==> src/rtl/blinker_pkg.sv <==
// rtl/blinker_pkg.sv - shared types, defaults and width helper for the PWM blinker array
//
// Purpose: common declarations used by pwm_blinker_array and button_debounce.
//   load_mode_t  selects which per-channel register a load writes (period or duty)
//   DEF_*        board defaults: 1 ms tick and 5 ms debounce at 50 MHz
//   width_for()  counter/select width for n states, never less than one bit
package blinker_pkg;

    typedef enum logic {
        MODE_PERIOD = 1'b0,
        MODE_DUTY   = 1'b1
    } load_mode_t;

    localparam int DEF_TICK_DIV = 50000;
    localparam int DEF_DB_LEN   = 250000;

    function automatic int width_for(input int n);
        return (n > 1) ? $clog2(n) : 1;
    endfunction

endpackage

==> src/rtl/button_debounce.sv <==
// rtl/button_debounce.sv - synchroniser and debouncer for one active-low push button
//
// Purpose: turns a raw, asynchronous, bouncing active-low button into a single-cycle
//   press pulse. The raw level passes a 2-flop synchroniser and must then differ from
//   the accepted level for DB_LEN consecutive cycles before it is accepted. Accepting
//   a high->low change produces the pulse; accepting a release does not.
// Ports:
//   clk    in   system clock
//   reset  in   asynchronous active-low reset
//   btn_n  in   raw button, low = pressed
//   press  out  one-cycle pulse, 2+DB_LEN cycles after a clean press begins
module button_debounce
    import blinker_pkg::*;
#(
    parameter int DB_LEN = DEF_DB_LEN
) (
    input  logic clk,
    input  logic reset,
    input  logic btn_n,
    output logic press
);

    localparam int CW = width_for(DB_LEN);
    localparam logic [CW-1:0] CNT_LAST = CW'(DB_LEN - 1);

    logic          sync1;
    logic          sync2;
    logic [1:0]    warm;
    logic          armed;
    logic          level;
    logic [CW-1:0] stable_cnt;

    // The synchroniser resets to "released", so its output is only trusted once
    // warm[1] shows two real samples have passed through. A press is reported only
    // after a genuine release has been seen, so a button held through reset stays
    // silent until it is let go and pressed again.
    always_ff @(posedge clk or negedge reset) begin
        if (!reset) begin
            sync1      <= 1'b1;
            sync2      <= 1'b1;
            warm       <= 2'b00;
            armed      <= 1'b0;
            level      <= 1'b1;
            stable_cnt <= '0;
            press      <= 1'b0;
        end else begin
            sync1 <= btn_n;
            sync2 <= sync1;
            warm  <= {warm[0], 1'b1};
            press <= 1'b0;
            if (warm[1] && sync2) begin
                armed <= 1'b1;
            end
            if (sync2 != level) begin
                if (stable_cnt == CNT_LAST) begin
                    level      <= sync2;
                    stable_cnt <= '0;
                    press      <= armed & ~sync2;
                end else begin
                    stable_cnt <= stable_cnt + CW'(1);
                end
            end else begin
                stable_cnt <= '0;
            end
        end
    end

endmodule

==> src/rtl/pwm_blinker_array.sv <==
// rtl/pwm_blinker_array.sv - multi-channel programmable PWM LED blinker with blink counters
//
// Purpose: CH independent LED channels, each with a period P and duty D in ticks and a
//   blink counter. A shared prescaler produces one tick every TICK_DIV cycles. Values
//   are loaded from data_wire into the channel picked by ch_sel when the debounced
//   load button is pressed; the debounced mode button toggles whether a load writes
//   the period or the duty.
// Ports:
//   clk          in   system clock
//   reset        in   asynchronous active-low reset
//   but_load     in   raw active-low load button
//   but_mode     in   raw active-low mode-toggle button
//   ch_sel       in   channel select (SEL_W bits)
//   data_wire    in   value to load (W bits)
//   led          out  PWM output per channel
//   mode         out  0 = loads write period, 1 = loads write duty
//   disp_period  out  period of the selected channel, 0 if ch_sel is out of range
//   disp_duty    out  duty of the selected channel, 0 if ch_sel is out of range
//   disp_blinks  out  blink count of the selected channel, 0 if ch_sel is out of range
module pwm_blinker_array
    import blinker_pkg::*;
#(
    parameter  int CH       = 4,
    parameter  int W        = 14,
    parameter  int CNT_W    = 8,
    parameter  int TICK_DIV = DEF_TICK_DIV,
    parameter  int DB_LEN   = DEF_DB_LEN,
    localparam int SEL_W    = width_for(CH)
) (
    input  logic             clk,
    input  logic             reset,
    input  logic             but_load,
    input  logic             but_mode,
    input  logic [SEL_W-1:0] ch_sel,
    input  logic [W-1:0]     data_wire,
    output logic [CH-1:0]    led,
    output logic             mode,
    output logic [W-1:0]     disp_period,
    output logic [W-1:0]     disp_duty,
    output logic [CNT_W-1:0] disp_blinks
);

    localparam int TW = width_for(TICK_DIV);
    localparam logic [TW-1:0] TICK_LAST = TW'(TICK_DIV - 1);

    logic             load_press;
    logic             mode_press;
    logic             tick;
    logic [TW-1:0]    presc;
    load_mode_t       mode_q;
    logic [CH-1:0]    load_hit;

    logic [W-1:0]     period_q [CH];
    logic [W-1:0]     duty_q   [CH];
    logic [W-1:0]     cnt_q    [CH];
    logic [CNT_W-1:0] blk_q    [CH];

    button_debounce #(.DB_LEN(DB_LEN)) u_db_load (
        .clk   (clk),
        .reset (reset),
        .btn_n (but_load),
        .press (load_press)
    );

    button_debounce #(.DB_LEN(DB_LEN)) u_db_mode (
        .clk   (clk),
        .reset (reset),
        .btn_n (but_mode),
        .press (mode_press)
    );

    // Free-running prescaler shared by all channels; loads never disturb it.
    assign tick = (presc == TICK_LAST);

    always_ff @(posedge clk or negedge reset) begin
        if (!reset) begin
            presc <= '0;
        end else if (tick) begin
            presc <= '0;
        end else begin
            presc <= presc + TW'(1);
        end
    end

    // A load applies with the mode in force before any simultaneous toggle.
    always_ff @(posedge clk or negedge reset) begin
        if (!reset) begin
            mode_q <= MODE_PERIOD;
        end else if (mode_press) begin
            mode_q <= (mode_q == MODE_PERIOD) ? MODE_DUTY : MODE_PERIOD;
        end
    end

    assign mode = (mode_q == MODE_DUTY);

    // An out-of-range ch_sel matches no channel, so its load is dropped.
    for (genvar g = 0; g < CH; g++) begin : g_ch
        assign load_hit[g] = load_press && (ch_sel == SEL_W'(g));
        assign led[g]      = (period_q[g] != '0) && (cnt_q[g] < duty_q[g]);
    end

    // A load on a channel takes priority over a coincident tick on that channel; the
    // tick is simply lost there. The blink is counted on the tick that leaves cnt==0,
    // so the first tick after a period load counts blink 1.
    always_ff @(posedge clk or negedge reset) begin
        if (!reset) begin
            for (int i = 0; i < CH; i++) begin
                period_q[i] <= '0;
                duty_q[i]   <= '0;
                cnt_q[i]    <= '0;
                blk_q[i]    <= '0;
            end
        end else begin
            for (int i = 0; i < CH; i++) begin
                if (load_hit[i]) begin
                    if (mode_q == MODE_PERIOD) begin
                        period_q[i] <= data_wire;
                        cnt_q[i]    <= '0;
                        blk_q[i]    <= '0;
                    end else begin
                        duty_q[i] <= data_wire;
                    end
                end else if (tick && (period_q[i] != '0)) begin
                    if (cnt_q[i] == period_q[i] - W'(1)) begin
                        cnt_q[i] <= '0;
                    end else begin
                        cnt_q[i] <= cnt_q[i] + W'(1);
                    end
                    if (cnt_q[i] == '0) begin
                        blk_q[i] <= blk_q[i] + CNT_W'(1);
                    end
                end
            end
        end
    end

    always_comb begin
        disp_period = '0;
        disp_duty   = '0;
        disp_blinks = '0;
        for (int i = 0; i < CH; i++) begin
            if (ch_sel == SEL_W'(i)) begin
                disp_period = period_q[i];
                disp_duty   = duty_q[i];
                disp_blinks = blk_q[i];
            end
        end
    end

endmodule

==> config.mk <==
export PLATFORM = sky130hd
export DESIGN_NAME = pwm_blinker_array
export DESIGN_NICKNAME = d
export VERILOG_FILES = /design/src/rtl/blinker_pkg.sv /design/src/rtl/button_debounce.sv /design/src/rtl/pwm_blinker_array.sv
export SDC_FILE = /design/constraint.sdc
export NUM_CORES = 1
export LEC_CHECK = 0
export CELL_PAD_IN_SITES_DETAIL_PLACEMENT = 1
export CELL_PAD_IN_SITES_GLOBAL_PLACEMENT = 2
export CORE_ASPECT_RATIO = 1.75
export CORE_UTILIZATION = 35
export DETAILED_ROUTE_END_ITERATION = 10
export DONT_BUFFER_PORTS = 1
export PLACE_DENSITY = 0.77
export RECOVER_POWER = 100
export SLEW_MARGIN = 20
export SYNTH_ARGS = -nofsm -noshare
export SYNTH_HDL_FRONTEND = slang
export SYNTH_SLANG_ARGS = --single-unit
==> constraint.sdc <==
create_clock -name clk -period 9.1 [get_ports clk]
set_input_delay 2.275 -clock clk [delete_from_list [all_inputs] [get_ports clk]]
set_output_delay 2.275 -clock clk [all_outputs]
set_load 0.02 [all_outputs]
======== After elaboration in Yosys (flattened, before gate mapping) ========
Index checks and enable logic that the tools add are counted.
word-level totals
  flip-flop bits (word level) ............. 267
  output and inout port bits .............. 41
cells by class
  add/sub/neg operators ................... 15
  magnitude comparators ................... 4
  equal/unequal tests ..................... 16
  muxes and demuxes ....................... 48
  bitwise gates (word level) .............. 5
  reductions and logical operators ........ 49
operators with widths
  kind                                                 count
  two-way mux 14 bit                                   21
  two-way mux 8 bit                                    17
  two-way mux 18 bit                                   4
  adder 14 x 1 -> 14 bit (second input constant)       4
  == test 14 bit                                       4
  zero test 14 bit                                     4
  < comparator 14 bit                                  4
  nonzero test 14 bit                                  4
  subtractor 14 x 1 -> 14 bit (second input constant)  4
  adder 18 x 1 -> 18 bit (second input constant)       2
  == test 18 bit (second input constant)               2
  adder 8 x 1 -> 8 bit (second input constant)         4
  AND reduction 2 bit                                  14
  adder 16 x 1 -> 16 bit (second input constant)       1
  == test 16 bit (second input constant)               1
  two-way mux 16 bit                                   1
  nonzero test 2 bit                                   8
  logical AND 1 bit                                    14
  AND reduction 3 bit                                  4
  inequality test 2 bit (second input constant)        4
  two-way mux 1 bit                                    5
  == test 2 bit (second input constant)                2
  NOT 1 bit                                            3
  bitwise AND 1 bit                                    2
  3 further kinds                                      4

======== Logic depth before layout (Yosys ltp) ========
Gate-level depths: netlist of run 1.
  depth after elaboration ................. 5
  gate-level depth with buffers ........... 10

======== Modules after synthesis ========
From an unflattened synthesis of run 1, not the netlist that was laid out.
second synthesis, totals
  cells, all modules ...................... 1570
  area total of the unflattened synthesis .. 16020.4 um2
by module, submodules not included
  module             instances  cells an instance  area each (um2)  sequential area each (um2)
  pwm_blinker_array  1          1360               13700.6          5430.2
  button_debounce    2          105                1159.9           629.4

======== Worst setup path before layout of run 1 ========
No wires, ideal clock.
  path kind ............................... input port to output port
  start ................................... in ch_sel[0]
  end ..................................... out disp_blinks[3]
  arrival time ............................ 3.899 ns
  setup slack ............................. 2.926 ns
  stages on the path ...................... 3
  buffers on the path ..................... 2
  path through ............................ buf_1 buf_1 mux4_2
between the ends
  cells in the longest elaborated chain, start to end .. 5
  elaborated cells on any way between the ends .. 8
  those cells by class .................... 3 x eq/ne; 4 x mux; 1 x reduce/logical
RTL lines
  what                             RTL line                  source
  start, declared                  pwm_blinker_array.sv:34   input logic [SEL_W-1:0] ch_sel,
  zero test 2 bit                  pwm_blinker_array.sv:142  if (ch_sel == SEL_W'(i)) begin
  two-way mux 8 bit (3 in series)  pwm_blinker_array.sv:142
  two-way mux 8 bit (*)            pwm_blinker_array.sv:142
  end, declared                    pwm_blinker_array.sv:40   output logic [CNT_W-1:0] disp_blinks
Every way passes the cells marked *; elsewhere a longest branch is shown, timed or not.

======== Worst setup path after layout of run 1 ========
  start ................................... reg period_q[42] in the netlist's numbering
  end ..................................... out led[0]
between the ends
  cells in the longest elaborated chain, start to end .. 2
RTL lines
  what                             RTL line                  source
  start, declared                  pwm_blinker_array.sv:53   logic [W-1:0] period_q [CH];
  start signal, assigned by index  pwm_blinker_array.sv:117  period_q[i] <= data_wire;
  nonzero test 14 bit              pwm_blinker_array.sv:99   assign led[g] = (period_q[g] != '0) && (cnt_q[g] < duty_q[g]);
  logical AND 1 bit                pwm_blinker_array.sv:99
  end, declared                    pwm_blinker_array.sv:36   output logic [CH-1:0] led,
Every way passes these cells.

==> results of run 1 <==
==> area by class of cell <==
cell class | instances | share of cell area, %
Multi-Input combinational cell | 1125 | 48.72
Sequential cell | 265 | 38.62
Clock buffer | 35 | 4.528
Tap cell | 572 | 4.164
Inverter | 89 | 1.944
Clock inverter | 18 | 1.783
Timing Repair Buffer | 8 | 0.2402
==> through the flow <==
stage	cell area, um2	setup slack, ns	instances	utilization [%]
2_1_floorplan	15610	2.926	1541	-
3_3_place_gp	16140	3.936	2059	36.55
3_5_place_dp	16140	3.927	2059	36.55
4_1_cts	17230	3.728	2112	39.01
5_1_grt	17190	3.620	2112	38.93
6_report	17190	3.807	2112	38.93
==> flip-flops by register name (all words and copies together), names as in the netlist, 16 cells and up <==
name                  cells
u_db_mode.stable_cnt     18
presc                    16
duty_q                   56
u_db_load.stable_cnt     18
period_q                 56
cnt_q                    56
blk_q                    32
==> layout by cell type (no fill, tap or decap), drive strengths merged, types with 8 or more instances in the layout <==
cell / n
dfrtp: 259
nor2: 133
nand2: 113
xor2: 94
inv: 91
mux2: 88
xnor2: 77
ha: 71
nand3: 66
o21ai: 63
nand4: 47
a21oi: 41
clkbuf: 40
mux4: 36
nor3: 35
and3: 33
nor4: 29
a21o: 22
or4: 13
a31oi: 13
or3: 12
nand2b: 12
nor4b: 11
and4: 9
o22ai: 8
bufinv: 8
==> worst paths after layout <==
kind	endpoint	slack, ns	depth (start not counted)
setup / recovery	led[0]	3.81	7
hold / removal	u_db_load.warm[1]	0.35	0
setup reg to reg	cnt_q[36]	4.69	9
hold reg to reg	u_db_load.warm[1]	0.35	0
max in group asynchronous	cnt_q[53]	7.05	0
min in group asynchronous	blk_q[27]	1.42	0
==> cells by family (layout without fill, tap and decap cells) <==
group / Yosys count / count (layout) / share of synthesized area, %
and+or+nand+nor: 563 / 563 / 18.90
muxes: 129 / 129 / 11.87
adders and majority gates: 72 / 72 / 5.756
AOI/OAI and AO/OA: 189 / 189 / 7.569
xor gates and xnor gates: 171 / 171 / 9.597
other: 1 / 1 / 0.02403
buffers and inverters: 151 / 150 / 3.752
DFF: 265 / 265 / 42.54
==> routing by layer <==
metal | global-route usage (%) | vias up | part of all wire (%)
met4 | 12.24 | 0 | 6.0
li1 | - | 5448 | -
met2 | 43.00 | 209 | 55
met3 | 2.427 | 118 | 3.0
met5 | 0 | - | 0
met1 | 23.31 | 6118 | 36
==> report_power, final <==
group,switching (mW),internal (mW),total [mW]
Combinational,0.0123,0.0132,0.0255
Clock,0.524,0.837,1.36
Sequential,0.00235,1.18,1.18
==> impl_metrics.yaml, run 1 <==
clock_network:
  clock_insertion_delay_worst_skew_ns: 0.57
  max-clock-path-buffers: 3
  cts_resized: 0
  h_tree_depth_reported_by_cts: 1
  cts_post_setup_buffers_inserted: 0
  tritoncts_clock_tree: "built"
  hold_bufs_at_cts: 0
  clkSinkCount: 265
  cts.reportedPaths.clkPinSlew_ns: 0.07
  clock_buffers_created_by_tritoncts: 29
  cts_root_buf: "sky130_fd_sc_hd__clkbuf_16"
yosys:
  ys_async_sr_fraction_pct: 100.0
  yosysWarningCount: 0
  mean_instance_size_in_the_synthesized_netlist_um2: 10.13
  postSynthRegisterBits: 265
  synth-main-ff-cell: "sky130_fd_sc_hd__dfrtp_1"
  yosysSeqAreaShare_pct: 42.54
  number_of_flops_mapped_to_enable_cells_by_yosys: 0
  netlist.top_cell.by_area: "sky130_fd_sc_hd__dfrtp_1"
  ranking_of_synthesized_cells_by_area: "sky130_fd_sc_hd__dfrtp_1, sky130_fd_sc_hd__mux2_2, sky130_fd_sc_hd__ha_1"
  mappedNetlistArea_um2: 15610
  synth.top_cells.by_count: "sky130_fd_sc_hd__dfrtp_1, sky130_fd_sc_hd__nor2_1, sky130_fd_sc_hd__nand2_1"
  synth_top_area_share_pct: 41.53
  syn_inst: 1541
  synthesis.nets: 1632
  synth_cell_types: 67
  yosysMostFrequentCell: "sky130_fd_sc_hd__dfrtp_1"
worst_setup_path:
  worst_path_max_delay_cell: "sky130_fd_sc_hd__or4b_2"
  critical_path_class: "register to output port"
  cp-end-kind: "output port"
  worst_path_dominant_cell_family: "simple AND/OR/NAND/NOR gates"
  worst-endpoint-arrival_ns: 3.02
  worst_r2r_startpoint: "period_q[28]"
  total_buffers_and_inverters_traversed_by_the_critical_path: 1
  worst_setup_path_startpoint: "period_q[42]"
  critical_path_required_time_ns: 6.83
  critPathLaunchType: "register"
  worstPathMaxFanout: 5
  cp_cell_instances: "inv_1, ha_1, or4b_2, nor4_1, nor2_1, o211ai_1, a21oi_1"
  critical-path-max-stage-delay_ns: 0.68
global_route:
  antenna_found_initial: 0
  grt-ovfl-total: 0
  via_count_of_the_first_global_routing_pass: 13160
  maximum_number_of_pins_on_one_net_before_global_route_repair: 266
  grt_first_pass_wirelength_um: 77870
  grt_usage_pct: 22.32
floorplanning:
  dieArea_um2: 45470
  initial_util_pct: 35.34
  i_o_pin_count: 61
  die_h_um: 281.3
  placement_rows: 102
  die_x_um: 161.6
  core_area_um2: 44160
worst_hold_path:
  holdCritPathClass: "register to register"
  holdCritStartpoint: "u_db_mode.warm[0]"
layout:
  seq_area_um2: 6639
  layout-drive-gt1-share_pct: 12.99
  multi_input_gate_area_um2: 8374
  num_antenna_cells: 0
  area.growth.synth_to_final_pct: 10.14
  final_nets: 1609
  number_of_filler_cells_placed_in_the_layout: 4987
route:
  drt-vias-per-instance: 5.631
  dr.pass1.iters: 4
  via_count: 11890
  final_antenna_net_count: 0
  post-route-drc-count: 0
  drt_iter0_drc: 633
  wirelength_um: 48980
  drt-wirelength-per-cell_um: 23.19
placed_design:
  buffer_ports.inserted: 0
  dp_hpwl_um: 36750
  routabilityCongestion: 0.8514
timing:
  max_clock_freq_mhz: 188.9
  hold_slack_ns: 0.3512
  finalCriticalPeriod_ns: 5.293
  final-hold-violation-count: 0
  report.final.slew_viol_count: 88
  totalNegativeSetupSlack_ns: 0
  slew_headroom_pct: -7.001
  finalCritPeriodShare_pct: 58.16
  rsz0062_at_grt: "false"
  fin_skew_ns: 0.01702
  tightest_slew_ns: 1.604
  total_of_endpoints_with_negative_setup_slack_in_the_final_report: 0
pwr:
  power.static_leakage_nw: 7.673
  power.ir.vdd_worst_v: 0.0001446
  fin_total_pwr_mw: 2.571
  pwr_density_cell_nw_per_um2: 149.6
run_status:
  violations: "max-capacitance violations, max-slew violations"
  outcome: "complete, but fails checks"
flow_run:
  drv_cap: 4
Power figures use the tool's default switching activity.
==> run 2: changes to the inputs <==
Settings changed: PLACE_DENSITY 0.77 to 0.8.
Clock period 9.1 ns to 4.8 ns, I/O delays scaled along.
==> impl_metrics.yaml, run 2 (synthesis gave the netlist of run 1 again) <==
run_status:
  outcome: "complete, but fails checks"
  violations: "max-capacitance violations, max-slew violations"
global_route:
  maximum_number_of_pins_on_one_net_before_global_route_repair: 266
  via_count_of_the_first_global_routing_pass: 13280
  grt-ovfl-total: 0
  grt_usage_pct: 22.38
  grt_first_pass_wirelength_um: 78100
  antenna_found_initial: 1
layout:
  final_nets: 1610
  area.growth.synth_to_final_pct: 8.811
  mostFrequentLayoutCell: "sky130_fd_sc_hd__dfrtp_1"
  layout-drive-gt1-share_pct: 12.48
  mostFrequentLayoutCells: "sky130_fd_sc_hd__dfrtp_1, sky130_fd_sc_hd__nor2_1, sky130_fd_sc_hd__nand2_1, sky130_fd_sc_hd__xor2_1, sky130_fd_sc_hd__inv_1"
  multi_input_gate_area_um2: 8373
  number_of_filler_cells_placed_in_the_layout: 4972
  finish.instance_area_um2: 16980
  num_antenna_cells: 0
  final-instance-count-excl-fill: 2110
  reg.largest.list: "cnt_q x56, duty_q x56, period_q x56"
  seq_area_um2: 6639
route:
  final_antenna_net_count: 0
  drt_iter0_drc: 578
  dr.pass1.iters: 4
  post-route-drc-count: 0
  wirelength_um: 49250
  drt-vias-per-instance: 5.680
  drt-wirelength-per-cell_um: 23.34
  via_count: 11990
floorplanning:
  i_o_pin_count: 61
  initial_util_pct: 35.34
  dieArea_um2: 45470
  core_area_um2: 44160
  die_x_um: 161.6
  placement_rows: 102
  die_h_um: 281.3
clock_network:
  clkSinkCount: 265
  tritoncts_clock_tree: "built"
  clock_insertion_delay_worst_skew_ns: 0.57
  cts_post_setup_buffers_inserted: 0
  cts.reportedPaths.clkPinSlew_ns: 0.07
  h_tree_depth_reported_by_cts: 1
  cts_resized: 0
  max-clock-path-buffers: 3
  hold_bufs_at_cts: 0
  cts_root_buf: "sky130_fd_sc_hd__clkbuf_16"
  clock_buffers_created_by_tritoncts: 27
pwr:
  power.ir.vdd_worst_v: 0.0002839
  pwr_density_cell_nw_per_um2: 260.7
  fin_total_pwr_mw: 4.427
  power.static_leakage_nw: 7.577
worst_setup_path:
  critical_path_class: "register to output port"
  total_buffers_and_inverters_traversed_by_the_critical_path: 1
  critical-path-max-stage-delay_ns: 0.68
  cp_cell_instances: "inv_1, ha_1, or4b_2, nor4_1, nor2_1, o211ai_1, a21oi_1"
  worstPathMaxFanout: 5
  critPathLaunchType: "register"
  worst-endpoint-arrival_ns: 3.14
  worst_path_dominant_cell_family: "simple AND/OR/NAND/NOR gates"
  worst_path_max_delay_cell: "sky130_fd_sc_hd__or4b_2"
  critical_path_required_time_ns: 3.60
  cp-end-kind: "output port"
placed_design:
  dp_hpwl_um: 37160
  post_dp_cell_area_um2: 16160
  dpl.cell_count: 2062
  buffer_ports.inserted: 0
  routabilityCongestion: 0.8505
timing:
  finalCritPeriodShare_pct: 90.38
  finalCriticalPeriod_ns: 4.338
  totalNegativeSetupSlack_ns: 0
  max_clock_freq_mhz: 230.5
  rsz0062_at_grt: "false"
  total_of_endpoints_with_negative_setup_slack_in_the_final_report: 0
  fin_skew_ns: 0.02650
  tightest_slew_ns: 1.814
  slew_headroom_pct: -22.01
  report.final.slew_viol_count: 62
  final-hold-violation-count: 0
worst_hold_path:
  holdCritPathClass: "input pin to async pin"
flow_run:
  drv_cap: 4
## run 2: changes by cell type in the layout (fill, tap and decap cells not counted), moves of 2 or more
cell / before / now
sky130_fd_sc_hd__bufinv_16: 8 / 1
sky130_fd_sc_hd__clkbuf_1: 8 / 13
sky130_fd_sc_hd__clkbuf_16: 29 / 27
sky130_fd_sc_hd__clkbuf_8: 3 / 5
sky130_fd_sc_hd__clkinv_2: 5 / 3
## run 2: cell type report
type,instances,share of cell area (%)
inverters,89,1.967
clock buffers,38,4.517
repair buffers,11,0.3316
clock inverters,10,0.5673
flip-flops and latches,265,39.10
well taps,572,4.215
multi-input cells,1125,49.31
## run 2: final timing paths
check	start	to	slack [ns]	depth (start not counted)
setup / recovery	period_q[42]	led[0]	0.46	7
setup reg to reg	period_q[42]	blk_q[31]	0.66	10
max in group asynchronous	reset	blk_q[5]	3.81	0
hold reg to reg	u_db_mode.warm[0]	u_db_load.warm[1]	0.35	0
min in group clk	u_db_mode.warm[0]	u_db_load.warm[1]	0.35	0
hold / removal	reset	cnt_q[33]	0.35	0
## run 2: layer usage
metal  track usage [%]  routed length (um)  vias to the layer above
li1                  -                   -                     5448
met1             22.67               17410                     6191
met2             42.46               26730                      216
met3             3.089                1717                      130
met4             14.44                3399                        0
met5                 0                   0                        -
## run 2: worst reg2reg max path, stage by stage (launching register included)
cell	delay (ns)
sky130_fd_sc_hd__dfrtp_1	0.53
sky130_fd_sc_hd__inv_1	0.13
sky130_fd_sc_hd__ha_1	0.26
sky130_fd_sc_hd__or4b_2	0.27
sky130_fd_sc_hd__nor4_1	0.12
sky130_fd_sc_hd__o31ai_1	0.27
sky130_fd_sc_hd__clkbuf_1	0.39
sky130_fd_sc_hd__a21boi_0	1.44
sky130_fd_sc_hd__nand4_1	0.26
sky130_fd_sc_hd__xor2_1	0.22
sky130_fd_sc_hd__nor2_1	0.06
## run 2: metrics by stage
step	utilization, %	hold WS, ns	setup slack [ns]
after floorplan	-	0.3312	0.7758
after global placement	36.60	0.3323	1.137
after detailed placement	36.60	0.3412	1.094
after CTS	38.56	0.3105	0.4677
after global routing	38.46	0.3162	0.3400
final	38.46	0.3466	0.4617
## run 2: where the power goes
part           switching, mW  internal, mW
registers            0.00459          2.24
clock network          0.955          1.17
logic                 0.0281        0.0252
total                  0.987          3.44
